<file path="src/rtl/ddr_arbiter.sv">
// ddr_arbiter
//   Shares one DDR3 Avalon-style port between two burst-read clients
//   (client 0: 68k program ROM fetch, client 1: graphics/sprite ROM fetch)
//   and the ROM download write channel. Transactions are serialised with a
//   registered grant, and returning read beats are routed to the granted
//   client.
//
//   Build option: DDR_ARB_DOWNLOAD_EN
//     defined   - download write channel, WR_REQ state and download priority
//     undefined - no write path: ddr_wr/ddr_din/ddr_mask tie to 0,
//                 dl_waitreq ties to 0 (writes are dropped, never stalled)
//
//   Handshake: a requester raises its strobe with address/burst/data and holds
//   them until it sees its waitreq low; the cycle in which waitreq is low is
//   the single acceptance cycle. Towards DDR the same rule applies: a command
//   is accepted in a cycle where ddr_rd/ddr_wr is high and ddr_waitreq is low,
//   and every command output is held stable until then.
//
//   Ports
//     clk_sys, rst_n                  clock, asynchronous active-low reset
//     c0_* / c1_*                     client read request, address, burst,
//                                     waitreq and per-client beat valid
//     cx_dout                         shared read data (same as ddr_dout)
//     dl_wr/dl_addr/dl_din/dl_mask    single-beat download write request
//     dl_waitreq                      download acceptance (low one cycle)
//     ddr_*                           DDR command and read-return port
//     dbg_state                       current FSM state (IDLE=0, RD_REQ=1,
//                                     RD_DATA=2, WR_REQ=3)
module ddr_arbiter #(
  parameter int ADDR_W  = 32,
  parameter int DATA_W  = 64,
  parameter int BURST_W = 8
) (
  input  logic                clk_sys,
  input  logic                rst_n,
  input  logic                c0_rd,
  input  logic [ADDR_W-1:0]   c0_addr,
  input  logic [BURST_W-1:0]  c0_burst,
  output logic                c0_waitreq,
  output logic                c0_valid,
  input  logic                c1_rd,
  input  logic [ADDR_W-1:0]   c1_addr,
  input  logic [BURST_W-1:0]  c1_burst,
  output logic                c1_waitreq,
  output logic                c1_valid,
  output logic [DATA_W-1:0]   cx_dout,
  input  logic                dl_wr,
  input  logic [ADDR_W-1:0]   dl_addr,
  input  logic [DATA_W-1:0]   dl_din,
  input  logic [DATA_W/8-1:0] dl_mask,
  output logic                dl_waitreq,
  output logic                ddr_rd,
  output logic                ddr_wr,
  output logic [ADDR_W-1:0]   ddr_addr,
  output logic [BURST_W-1:0]  ddr_burst,
  output logic [DATA_W-1:0]   ddr_din,
  output logic [DATA_W/8-1:0] ddr_mask,
  input  logic [DATA_W-1:0]   ddr_dout,
  input  logic                ddr_waitreq,
  input  logic                ddr_valid,
  output logic [1:0]          dbg_state
);

`ifdef DDR_ARB_DOWNLOAD_EN
  typedef enum logic [1:0] {
    IDLE    = 2'd0,
    RD_REQ  = 2'd1,
    RD_DATA = 2'd2,
    WR_REQ  = 2'd3
  } state_t;
`else
  typedef enum logic [1:0] {
    IDLE    = 2'd0,
    RD_REQ  = 2'd1,
    RD_DATA = 2'd2
  } state_t;
`endif

  state_t             state;
  logic               grant;       // client owning the current read (0/1)
  logic               last_grant;  // client granted by the previous read
  logic               rd_q;
  logic [ADDR_W-1:0]  addr_q;
  logic [BURST_W-1:0] burst_q;
  logic [BURST_W-1:0] beat_cnt;    // beats still to come in RD_DATA
  logic               win;         // read arbitration winner this cycle
  logic               rd_acc;      // DDR accepts the read command this cycle

  // On a tie the client that did not win last time goes; otherwise whichever
  // single client is requesting (only meaningful when one of them is).
  assign win    = (c0_rd && c1_rd) ? ~last_grant : c1_rd;
  assign rd_acc = (state == RD_REQ) && !ddr_waitreq;

  assign c0_waitreq = ~(rd_acc && !grant);
  assign c1_waitreq = ~(rd_acc && grant);

  // Beats are only routed while a read is outstanding; strays are dropped.
  assign c0_valid = (state == RD_DATA) && ddr_valid && !grant;
  assign c1_valid = (state == RD_DATA) && ddr_valid && grant;
  assign cx_dout  = ddr_dout;

  assign ddr_rd    = rd_q;
  assign ddr_addr  = addr_q;
  assign ddr_burst = burst_q;
  assign dbg_state = state;

`ifdef DDR_ARB_DOWNLOAD_EN
  logic                wr_q;
  logic [DATA_W-1:0]   din_q;
  logic [DATA_W/8-1:0] mask_q;

  assign ddr_wr     = wr_q;
  assign ddr_din    = din_q;
  assign ddr_mask   = mask_q;
  assign dl_waitreq = ~((state == WR_REQ) && !ddr_waitreq);
`else
  logic unused_dl;

  assign ddr_wr     = 1'b0;
  assign ddr_din    = '0;
  assign ddr_mask   = '0;
  assign dl_waitreq = 1'b0;
  assign unused_dl  = ^{dl_wr, dl_addr, dl_din, dl_mask};
`endif

  always_ff @(posedge clk_sys or negedge rst_n) begin
    if (!rst_n) begin
      state      <= IDLE;
      grant      <= 1'b0;
      last_grant <= 1'b1;  // client 0 wins the first tie
      rd_q       <= 1'b0;
      addr_q     <= '0;
      burst_q    <= '0;
      beat_cnt   <= '0;
`ifdef DDR_ARB_DOWNLOAD_EN
      wr_q       <= 1'b0;
      din_q      <= '0;
      mask_q     <= '0;
`endif
    end else begin
      case (state)
        IDLE: begin
`ifdef DDR_ARB_DOWNLOAD_EN
          // Downloads win outright; the CPU is held in reset meanwhile, so
          // starving reads is harmless.
          if (dl_wr) begin
            addr_q  <= dl_addr;
            burst_q <= BURST_W'(1);
            din_q   <= dl_din;
            mask_q  <= dl_mask;
            wr_q    <= 1'b1;
            state   <= WR_REQ;
          end else
`endif
          if (c0_rd || c1_rd) begin
            grant   <= win;
            addr_q  <= win ? c1_addr : c0_addr;
            burst_q <= win ? c1_burst : c0_burst;
            rd_q    <= 1'b1;
            state   <= RD_REQ;
          end
        end

        RD_REQ: begin
          if (!ddr_waitreq) begin
            rd_q       <= 1'b0;
            // A zero burst still returns one beat.
            beat_cnt   <= (burst_q == '0) ? BURST_W'(1) : burst_q;
            last_grant <= grant;
            state      <= RD_DATA;
          end
        end

        RD_DATA: begin
          if (ddr_valid) begin
            beat_cnt <= beat_cnt - BURST_W'(1);
            if (beat_cnt == BURST_W'(1)) begin
              state <= IDLE;
            end
          end
        end

`ifdef DDR_ARB_DOWNLOAD_EN
        WR_REQ: begin
          if (!ddr_waitreq) begin
            wr_q  <= 1'b0;
            state <= IDLE;
          end
        end
`endif

        default: state <= IDLE;
      endcase
    end
  end

endmodule

</file>
<file path="config.mk">
export PLATFORM = sky130hd
export DESIGN_NAME = ddr_arbiter
export DESIGN_NICKNAME = d
export VERILOG_FILES = /design/src/rtl/ddr_arbiter.sv
export SDC_FILE = /design/constraint.sdc
export NUM_CORES = 1
export LEC_CHECK = 0
export ABC_AREA = 1
export CORE_AREA = 2 2 169 171
export DETAILED_ROUTE_END_ITERATION = 7
export DIE_AREA = 0 0 171 173
export HOLD_SLACK_MARGIN = 0.08
export PLACE_DENSITY = 0.52
export SLEW_MARGIN = 10
export SYNTH_ARGS = -nofsm -noshare
export SYNTH_HDL_FRONTEND = slang
export SYNTH_SLANG_ARGS = --single-unit
</file>
<file path="constraint.sdc">
create_clock -name clk_sys -period 2.4 [get_ports clk_sys]
set_input_delay 0.72 -clock clk_sys [delete_from_list [all_inputs] [get_ports clk_sys]]
set_output_delay 0.72 -clock clk_sys [all_outputs]
set_load 0.03 [all_outputs]
</file>
Yosys cells after proc, flatten, opt, wreduce, memory -nomap -nowiden
Cells that the tools add are included.

cells by class
  equal/unequal tests = 7
  shift-type cells = 0
  $add $sub $neg = 1
  multipliers = 0
  multiplexer cells = 15
  bitwise gates (word level) = 4
  reduce and logical (&&, ||, !) cells = 19
  divide/modulo/power cells = 0
  order comparisons = 0

operator list
  operator             count
  $mux 32              1
  $mux 8               4
  $pmux 8 s2           1
  $eq 8x1->1 const B   1
  $logic_not 8->1      1
  $mux 2               4
  $sub 8x1->8 const B  1
  $logic_and 1x1->1    7
  $ne 2x2->1 const B   3
  $pmux 2 s3           1
  $reduce_and 3->1     2
  $not 1->1            4
  $reduce_and 2->1     2
  $reduce_and 4->1     1
  $reduce_bool 2->1    2
  $mux 1               3
  $eq 2x1->1 const B   1
  $eq 2x2->1 const B   1
  $logic_not 1->1      2
  $logic_not 2->1      1
  $ne 2x1->1 const B   1
  $pmux 1 s2           1
  $logic_or 1x1->1     1

storage, ports and cells
  latch bits = 0
  output and inout bits = 185
  memories kept = 0
  bits in read-only memories = 0
  logic and storage cells = 53
  flip-flop bits (word level) = 53
  RAM bits = 0
  bits of input ports = 255

Depth between registers and ports, before layout
Gate-level depths: netlist of the first run.

  depth after elaboration = 4
  gate-level depth with buffers = 8
  depth with buffers taken out = 8

Worst setup path before layout of the first run
No wires, ideal clock.

  kind = reg2out
  from = register state[1] (netlist: dbg_state[1])
  to = output port c0_valid
  data required time = 1.680 ns
  cell stages (with the launch flop) = 5
  data arrival time = 1.298 ns
  buffers on the path = 0
  path slack = 0.382 ns
  path through = dfrtp_1 -> inv_2 -> nor2_4 -> nand2_4 -> nor2_1

between the ends
  longest elaborated chain between the ends = 3

RTL lines
  what                            line  text
  start: declaration              79    state_t state;
  start signal: assignment        128   state <= IDLE;
  start signal: assignment        160   state <= RD_REQ;
  start signal: assignment        170   state <= RD_DATA;
  $eq 2x2->1                      98    assign c0_valid = (state == RD_DATA) && ddr_valid && !grant;
  $logic_and 1x1->1 (2 in a row)  98
  end: declaration                40    output logic c0_valid,

Every way passes these cells.

Final worst setup path of the first run
  from = input port ddr_waitreq
  to = output port c0_waitreq

between the ends
  longest elaborated chain between the ends = 4

RTL lines
  what                line  text
  start: declaration  59    input logic ddr_waitreq,
  $logic_not 1->1     -
  $logic_and 1x1->1   92    assign rd_acc = (state == RD_REQ) && !ddr_waitreq;
  $logic_and 1x1->1   94    assign c0_waitreq = ~(rd_acc && !grant);
  $not 1->1           94
  end: declaration    39    output logic c0_waitreq,

Every way passes these cells.

==> key figures, run 1 <==
Worst setup path
  • Worst Path Buf+Inv: 4
  • Crit path max fanout: 2
  • Reg2reg start: dbg_state[1]
  • Worst r2r dst: ddr_addr[3]
  • CP Data Required Time: 1.68 ns
  • CP Depth: 6
  • CP Cell Sequence: clkdlybuf4s50_1, inv_2, nand2_4, inv_1, nand2_1, buf_4
  • R2r setup slk: 0.88 ns
  • Crit path kind: in -> out
  • Worst reg2reg path depth: 6
  • Worst setup path endpoint: c0_waitreq
  • CP startpoint: ddr_waitreq
  • Delay-heaviest family, CP: buffers and inverters
  • CP Data Arrival Time: 1.59 ns
  • CP Capture Type: primary output
  • Slowest cell on the critical path: clkdlybuf4s50_1
  • Slowest stage delay, CP: 0.50 ns
  • Worst setup SP type: primary input

Cells and area
  • Layout cells sized above 1: 0.0685
  • Final-stage net count: 796
  • # fillers: 3190
  • Antenna cells: 0
  • Area grow syn2layout: 32.8%
  • Final design utilization: 0.178

Detailed routing
  • Routed wire length: 10.9 mm
  • WL met2: 5.58 mm
  • Post-Route M1 WL: 4.36 mm
  • DRC: 0
  • Via Count: 2969
  • Routed length on met3: 868 um
  • DRT antenna net count: 0
  • DR WL/cell: 11.9 um
  • DRT iter0 DRCs: 119
  • Drt first pass iters: 4
  • Vias per cell: 3.23
  • Top Layer Used: met4

Run status
  • Outcome: finished clean

Floorplanning
  • Chip height: 173 um
  • Site Rows: 61
  • Die width: 171 um
  • Core ar.: 0.0276 mm2
  • I/O pin count: 440
  • Total die area: 0.0296 mm2
  • Initial core utilization: 0.134

CTS
  • Clk sinks: 53
  • Clock slew at reported path FFs: 0.08 ns
  • CTS tree: yes
  • Max clock buf depth: 2
  • Clk_lat worst skew: 0.30 ns
  • Total clock buffers created by CTS: 5
  • Clock root buffer: clkbuf_16
  • H-tree level count: 2
  • Cts hold-fix bufs: 0

Synthesis
  • Ranking of synthesized cells by area: dfrtp_1 (35%), buf_4 (28%), nand2_1 (7.3%)
  • #FFs+latches synth: 53
  • Top_reg_cell synth: dfrtp_1
  • Post-synthesis sequential area ratio: 0.359
  • Top cell type's share of synthesized area: 0.352
  • Mapped Area: 0.00369 mm2
  • Post-synthesis instance total: 473
  • Synth area leader: dfrtp_1
  • Yosys cell types: 28
  • Most common cell in the synthesized netlist: buf_4
  • Synth async-reset ratio: 1.00
  • Top cells by count, synth: buf_4 (140), nand2_1 (72), o21ai_0 (53)
  • Number of synthesized flops with an enable pin: 0
  • Yosys warning total: 0
  • Syn avg cell area: 7.81 um2

Power and ir drop
  • Combinational Power Share: 0.571
  • Sw Share: 0.475
  • Clock share of power: 0.148
  • Sequential power share: 0.281
  • Leakage: 2.10 nW
  • Worst VDD drop: 370 uV
  • PD cells: 1210 mW/mm2
  • Int Pwr: 3.11 mW
  • Sw power: 2.81 mW

Worst hold path
  • Worst hold path type: in -> async

Global routing
  • Vias in the first global route: 2900
  • Largest net degree at the start of global routing: 54
  • Initial antenna violation count: 0
  • Total gr overflow: 0
  • GRT Total Usage: 0.0720
  • First-pass GRT wire length: 16.4 mm

Placement
  • Port Buffers: 132
  • Pre-CTS WS: 0.0534 ns
  • DP HPWL: 7.93 mm
  • Placer congestion estimate: 0.763

Timing
  • Fin crit share: 0.962
  • Post-Route Setup TNS: 0 ns
  • Crit path time final: 2.31 ns
  • Fin Clk Skew: 0.0111 ns
  • Hold Vio Cnt, Final: 0
  • RSZ-0062 raised after global routing: false
  • Worst-case hold slack: 0.414 ns
  • Worst Setup Slack, final: 0.0907 ns
  • Setup-failing EPs final: 0
  • Fmax: 433 MHz
  • Final Max Tran Viols: 0

Flow run
  • Max_cap viols: 0
## worst min path at each step
stage | cells past startpoint | slack, ns | start | to
floorplan | 0 | 0.42 | rst_n | beat_cnt[0]
global placement | 2 | 0.46 | last_grant | last_grant
detailed placement | 2 | 0.46 | last_grant | last_grant
CTS | 2 | 0.42 | rst_n | dbg_state[0]
global route | 2 | 0.43 | rst_n | ddr_burst[3]
finish | 2 | 0.41 | rst_n | ddr_burst[3]
## flip-flops by register name, summed over array words and instances (netlist names)
name	cells
beat_cnt	8
last_grant	1
ddr_rd	1
dbg_state	2
ddr_burst	8
ddr_addr	32
grant	1
## cell usage in the layout (no fill, tap or decap), drive strengths merged
master	instances
a21oi	7
buf	15
bufinv	1
clkbuf	6
clkdlybuf4s50	127
clkinv	1
conb	74
dfrtp	52
dfstp	1
ha	2
inv	22
nand2	76
nand3	7
nand4	4
nor2	53
o211ai	1
o21ai	84
o22ai	7
## final cells by class
type	instances	area, um2	share of cell area
clock buffers	6	129	0.0263
flip-flops and latches	53	1330	0.271
clock inverters	2	38.8	0.00791
repair buffers	142	1440	0.293
inverters	22	87.6	0.0179
multi-input cells	315	1420	0.288
well taps	378	473	0.0964
## power groups by stage
stage	clock network [mW]	registers [mW]	logic, mW
after detailed placement	0	1.67	3.43
after floorplan	0	2.33	1.66
final	0.878	1.66	3.38
after CTS	0.935	1.67	3.44
after global placement	0	1.67	3.42
after global routing	0.965	1.73	3.68
## worst reg2reg max path, stage by stage, from the launching register on
cell and delay (ns):
dfrtp_1 0.43, nor2_1 0.20, o21ai_4 0.12, inv_2 0.07
buf_4 0.29, o21ai_1 0.17, o21ai_0 0.17
## stage by stage
| step | cell area [um2] | instances | total power [mW] |
|---|---|---|---|
| 3_5_place_dp | 4730 | 910 | 5.10 |
| 2_1_floorplan | 3970 | 546 | 3.99 |
| 4_1_cts | 4900 | 918 | 6.04 |
| 3_3_place_gp | 4730 | 910 | 5.08 |
| 6_report | 4910 | 918 | 5.92 |
| 5_1_grt | 4910 | 918 | 6.38 |
## kinds of logic (layout without fill, tap and decap cells)
| logic type | after synthesis | count (layout) | synth area share |
|---|---|---|---|
| buf+inv | 178 | 172 | 0.335 |
| flops | 53 | 53 | 0.359 |
| simple gates | 140 | 140 | 0.159 |
| other cells | 1 | 74 | 0.00101 |
| compound gates | 99 | 99 | 0.139 |
| fa+ha+maj | 2 | 2 | 0.00677 |
## what timing repair did
action                                  in CTS  in global routing
gates resized for setup                      0                  3
endpoints found under the setup margin       0                  1
buffers inserted                             0                  0
## routing by layer
metal | vias up | track usage
li1 | 1428 | -
met1 | 1367 | 0.0801
met2 | 155 | 0.130
met3 | 19 | 0.0247
met4 | 0 | 0.0180
met5 | - | 0
Power figures use the tool's default switching activity.
==> run 2, diff against run 1 <==
RECOVER_POWER = 50   (was not set)
SKIP_LAST_GASP = 1   (was not set)
clock period = 2.8 ns   (was 2.4 ns; I/O delays follow)
==> run 2 against run 1 <==
The run now ends with max-capacitance violations, max-slew violations left. Clock skew is 0.0052 ns lower. Non-clock buffer count is 2 lower. Cell count is 0.22% lower. Sequential share of layout area is 0.34 points higher. Cell area is 1.2% lower. Register-to-register slack better by 0.19 ns. Critical endpoint is now c1_valid. Largest cell class unchanged.
==> key figures, run 2 (synthesis results as in run 1) <==
Global routing
  • Largest net degree at the start of global routing: 39
  • Vias in the first global route: 2833
  • GRT Total Usage: 0.0719
  • Initial antenna violation count: 0
  • Total gr overflow: 0
  • First-pass GRT wire length: 16.2 mm

Floorplanning
  • Die width: 171 um
  • I/O pin count: 440
  • Chip height: 173 um
  • Core ar.: 0.0276 mm2
  • Total die area: 0.0296 mm2
  • Site Rows: 61
  • Initial core utilization: 0.134

Placement
  • Port Buffers: 132
  • Placer congestion estimate: 0.770
  • DP HPWL: 7.89 mm

Worst hold path
  • Hold_sp: ddr_rd
  • Worst hold path type: reg -> reg

CTS
  • Clk_lat worst skew: 0.31 ns
  • CTS tree: yes
  • Total clock buffers created by CTS: 5
  • H-tree level count: 2
  • Cts hold-fix bufs: 0
  • # resized after CTS: 0
  • Post-CTS Setup Bufs: 0
  • Clock slew at reported path FFs: 0.08 ns
  • Clock root buffer: clkbuf_16
  • Max clock buf depth: 2
  • Clk sinks: 53

Timing
  • Fmax: 385 MHz
  • Setup-failing EPs final: 0
  • RSZ-0062 raised after global routing: false
  • Crit path time final: 2.60 ns
  • Post-Route Setup TNS: 0 ns
  • Fin Clk Skew: 0.00587 ns
  • Final Max Tran Viols: 24
  • Fin crit share: 0.928
  • Slew @ Worst Pin: 1.57 ns
  • Max_slew headroom: -0.0450
  • Hold Vio Cnt, Final: 0

Worst setup path
  • CP Data Arrival Time: 1.76 ns
  • Slowest stage delay, CP: 0.55 ns
  • CP Cell Sequence: clkdlybuf4s50_1, nand2_4, nor2_1, buf_4
  • CP Capture Type: primary output
  • Worst setup SP type: primary input
  • CP Data Required Time: 1.96 ns
  • Crit path max fanout: 3
  • Reg2reg start: dbg_state[1]
  • Crit path kind: in -> out
  • CP startpoint: ddr_valid
  • Worst Path Buf+Inv: 2
  • Slowest cell on the critical path: clkdlybuf4s50_1
  • Delay-heaviest family, CP: buffers and inverters

Power and ir drop
  • Int Pwr: 2.56 mW
  • Sequential power share: 0.286
  • Combinational Power Share: 0.579
  • Sw power: 2.39 mW
  • Clock share of power: 0.135
  • Worst VDD drop: 357 uV
  • Tot Pwr: 4.95 mW
  • Sw Share: 0.483
  • Leakage: 2.06 nW
  • PD cells: 1020 mW/mm2

Cells and area
  • Antenna cells: 0
  • Area grow syn2layout: 31.1%
  • Layout cells sized above 1: 0.0558
  • Most common cell after layout, fill and taps aside: clkdlybuf4s50_1
  • # fillers: 3192
  • Largest register FFs: 32
  • Most frequent cells in the layout: clkdlybuf4s50_1 (126), conb_1 (74), nand2_1 (72)
  • Final-stage net count: 794

Flow run
  • Max_cap viols: 1

Detailed routing
  • Via Count: 2963
  • Vias per cell: 3.23
  • DRC: 0
  • Routed wire length: 10.8 mm
  • DRT antenna net count: 0
  • Drt first pass iters: 4
  • DR WL/cell: 11.8 um
  • DRT iter0 DRCs: 89

Run status
  • Failing checks: max-capacitance violations, max-slew violations
  • Outcome: finished, violations left
## run 2: cell type report
type | instances | area [um2] | share of cell area
repair buffers | 140 | 1410 | 0.291
multi-input cells | 315 | 1400 | 0.289
flip-flops and latches | 53 | 1330 | 0.274
well taps | 378 | 473 | 0.0976
clock buffers | 6 | 129 | 0.0266
inverters | 22 | 87.6 | 0.0181
clock inverters | 2 | 15.0 | 0.00310
## run 2: worst register-to-register path, stage by stage (launching register included)
cell and delay [ns]:
dfrtp_1 0.44, nor2_1 0.12, o21ai_0 0.32, inv_2 0.14, buf_4 0.30, o21ai_0 0.18
o21ai_1 0.15
## run 2: power groups by stage
stage / logic (mW) / clock network [mW] / registers, mW
3_5_place_dp: 2.93 / 0 / 1.43
6_report: 2.87 / 0.666 / 1.42
3_3_place_gp: 2.92 / 0 / 1.42
5_1_grt: 3.13 / 0.735 / 1.47
4_1_cts: 2.94 / 0.709 / 1.42
2_1_floorplan: 1.42 / 0 / 2.00
## run 2: path summary, 6_finish.rpt
| path | to | slack, ns | cells after the start |
|---|---|---|---|
| max in group asynchronous | ddr_addr[1] | 0.98 | 1 |
| worst max-delay path | c1_valid | 0.20 | 4 |
| worst min register to register | ddr_rd | 0.48 | 2 |
| worst min-delay path | ddr_rd | 0.48 | 2 |
| min in group asynchronous | ddr_burst[1] | 0.91 | 1 |
| worst max register to register | ddr_addr[0] | 1.07 | 6 |
## run 2: routing by layer
layer / track usage / wire [um] / up-vias
li1: - / - / 1422
met1: 0.0811 / 4320 / 1365
met2: 0.126 / 5470 / 158
met3: 0.0263 / 916 / 18
met4: 0.0201 / 127 / 0
met5: 0 / 0 / -
## run 2: stage by stage
stage               hold slack, ns  cell area, um2  setup WS, ns  instances  utilization
floorplan                    0.447            3970         0.641        546            -
global placement             0.462            4720         0.183        908        0.171
detailed placement           0.467            4720         0.205        908        0.171
CTS                          0.484            4860         0.196        916        0.176
global route                 0.501            4840         0.164        916        0.175
finish                       0.478            4840         0.202        916        0.175
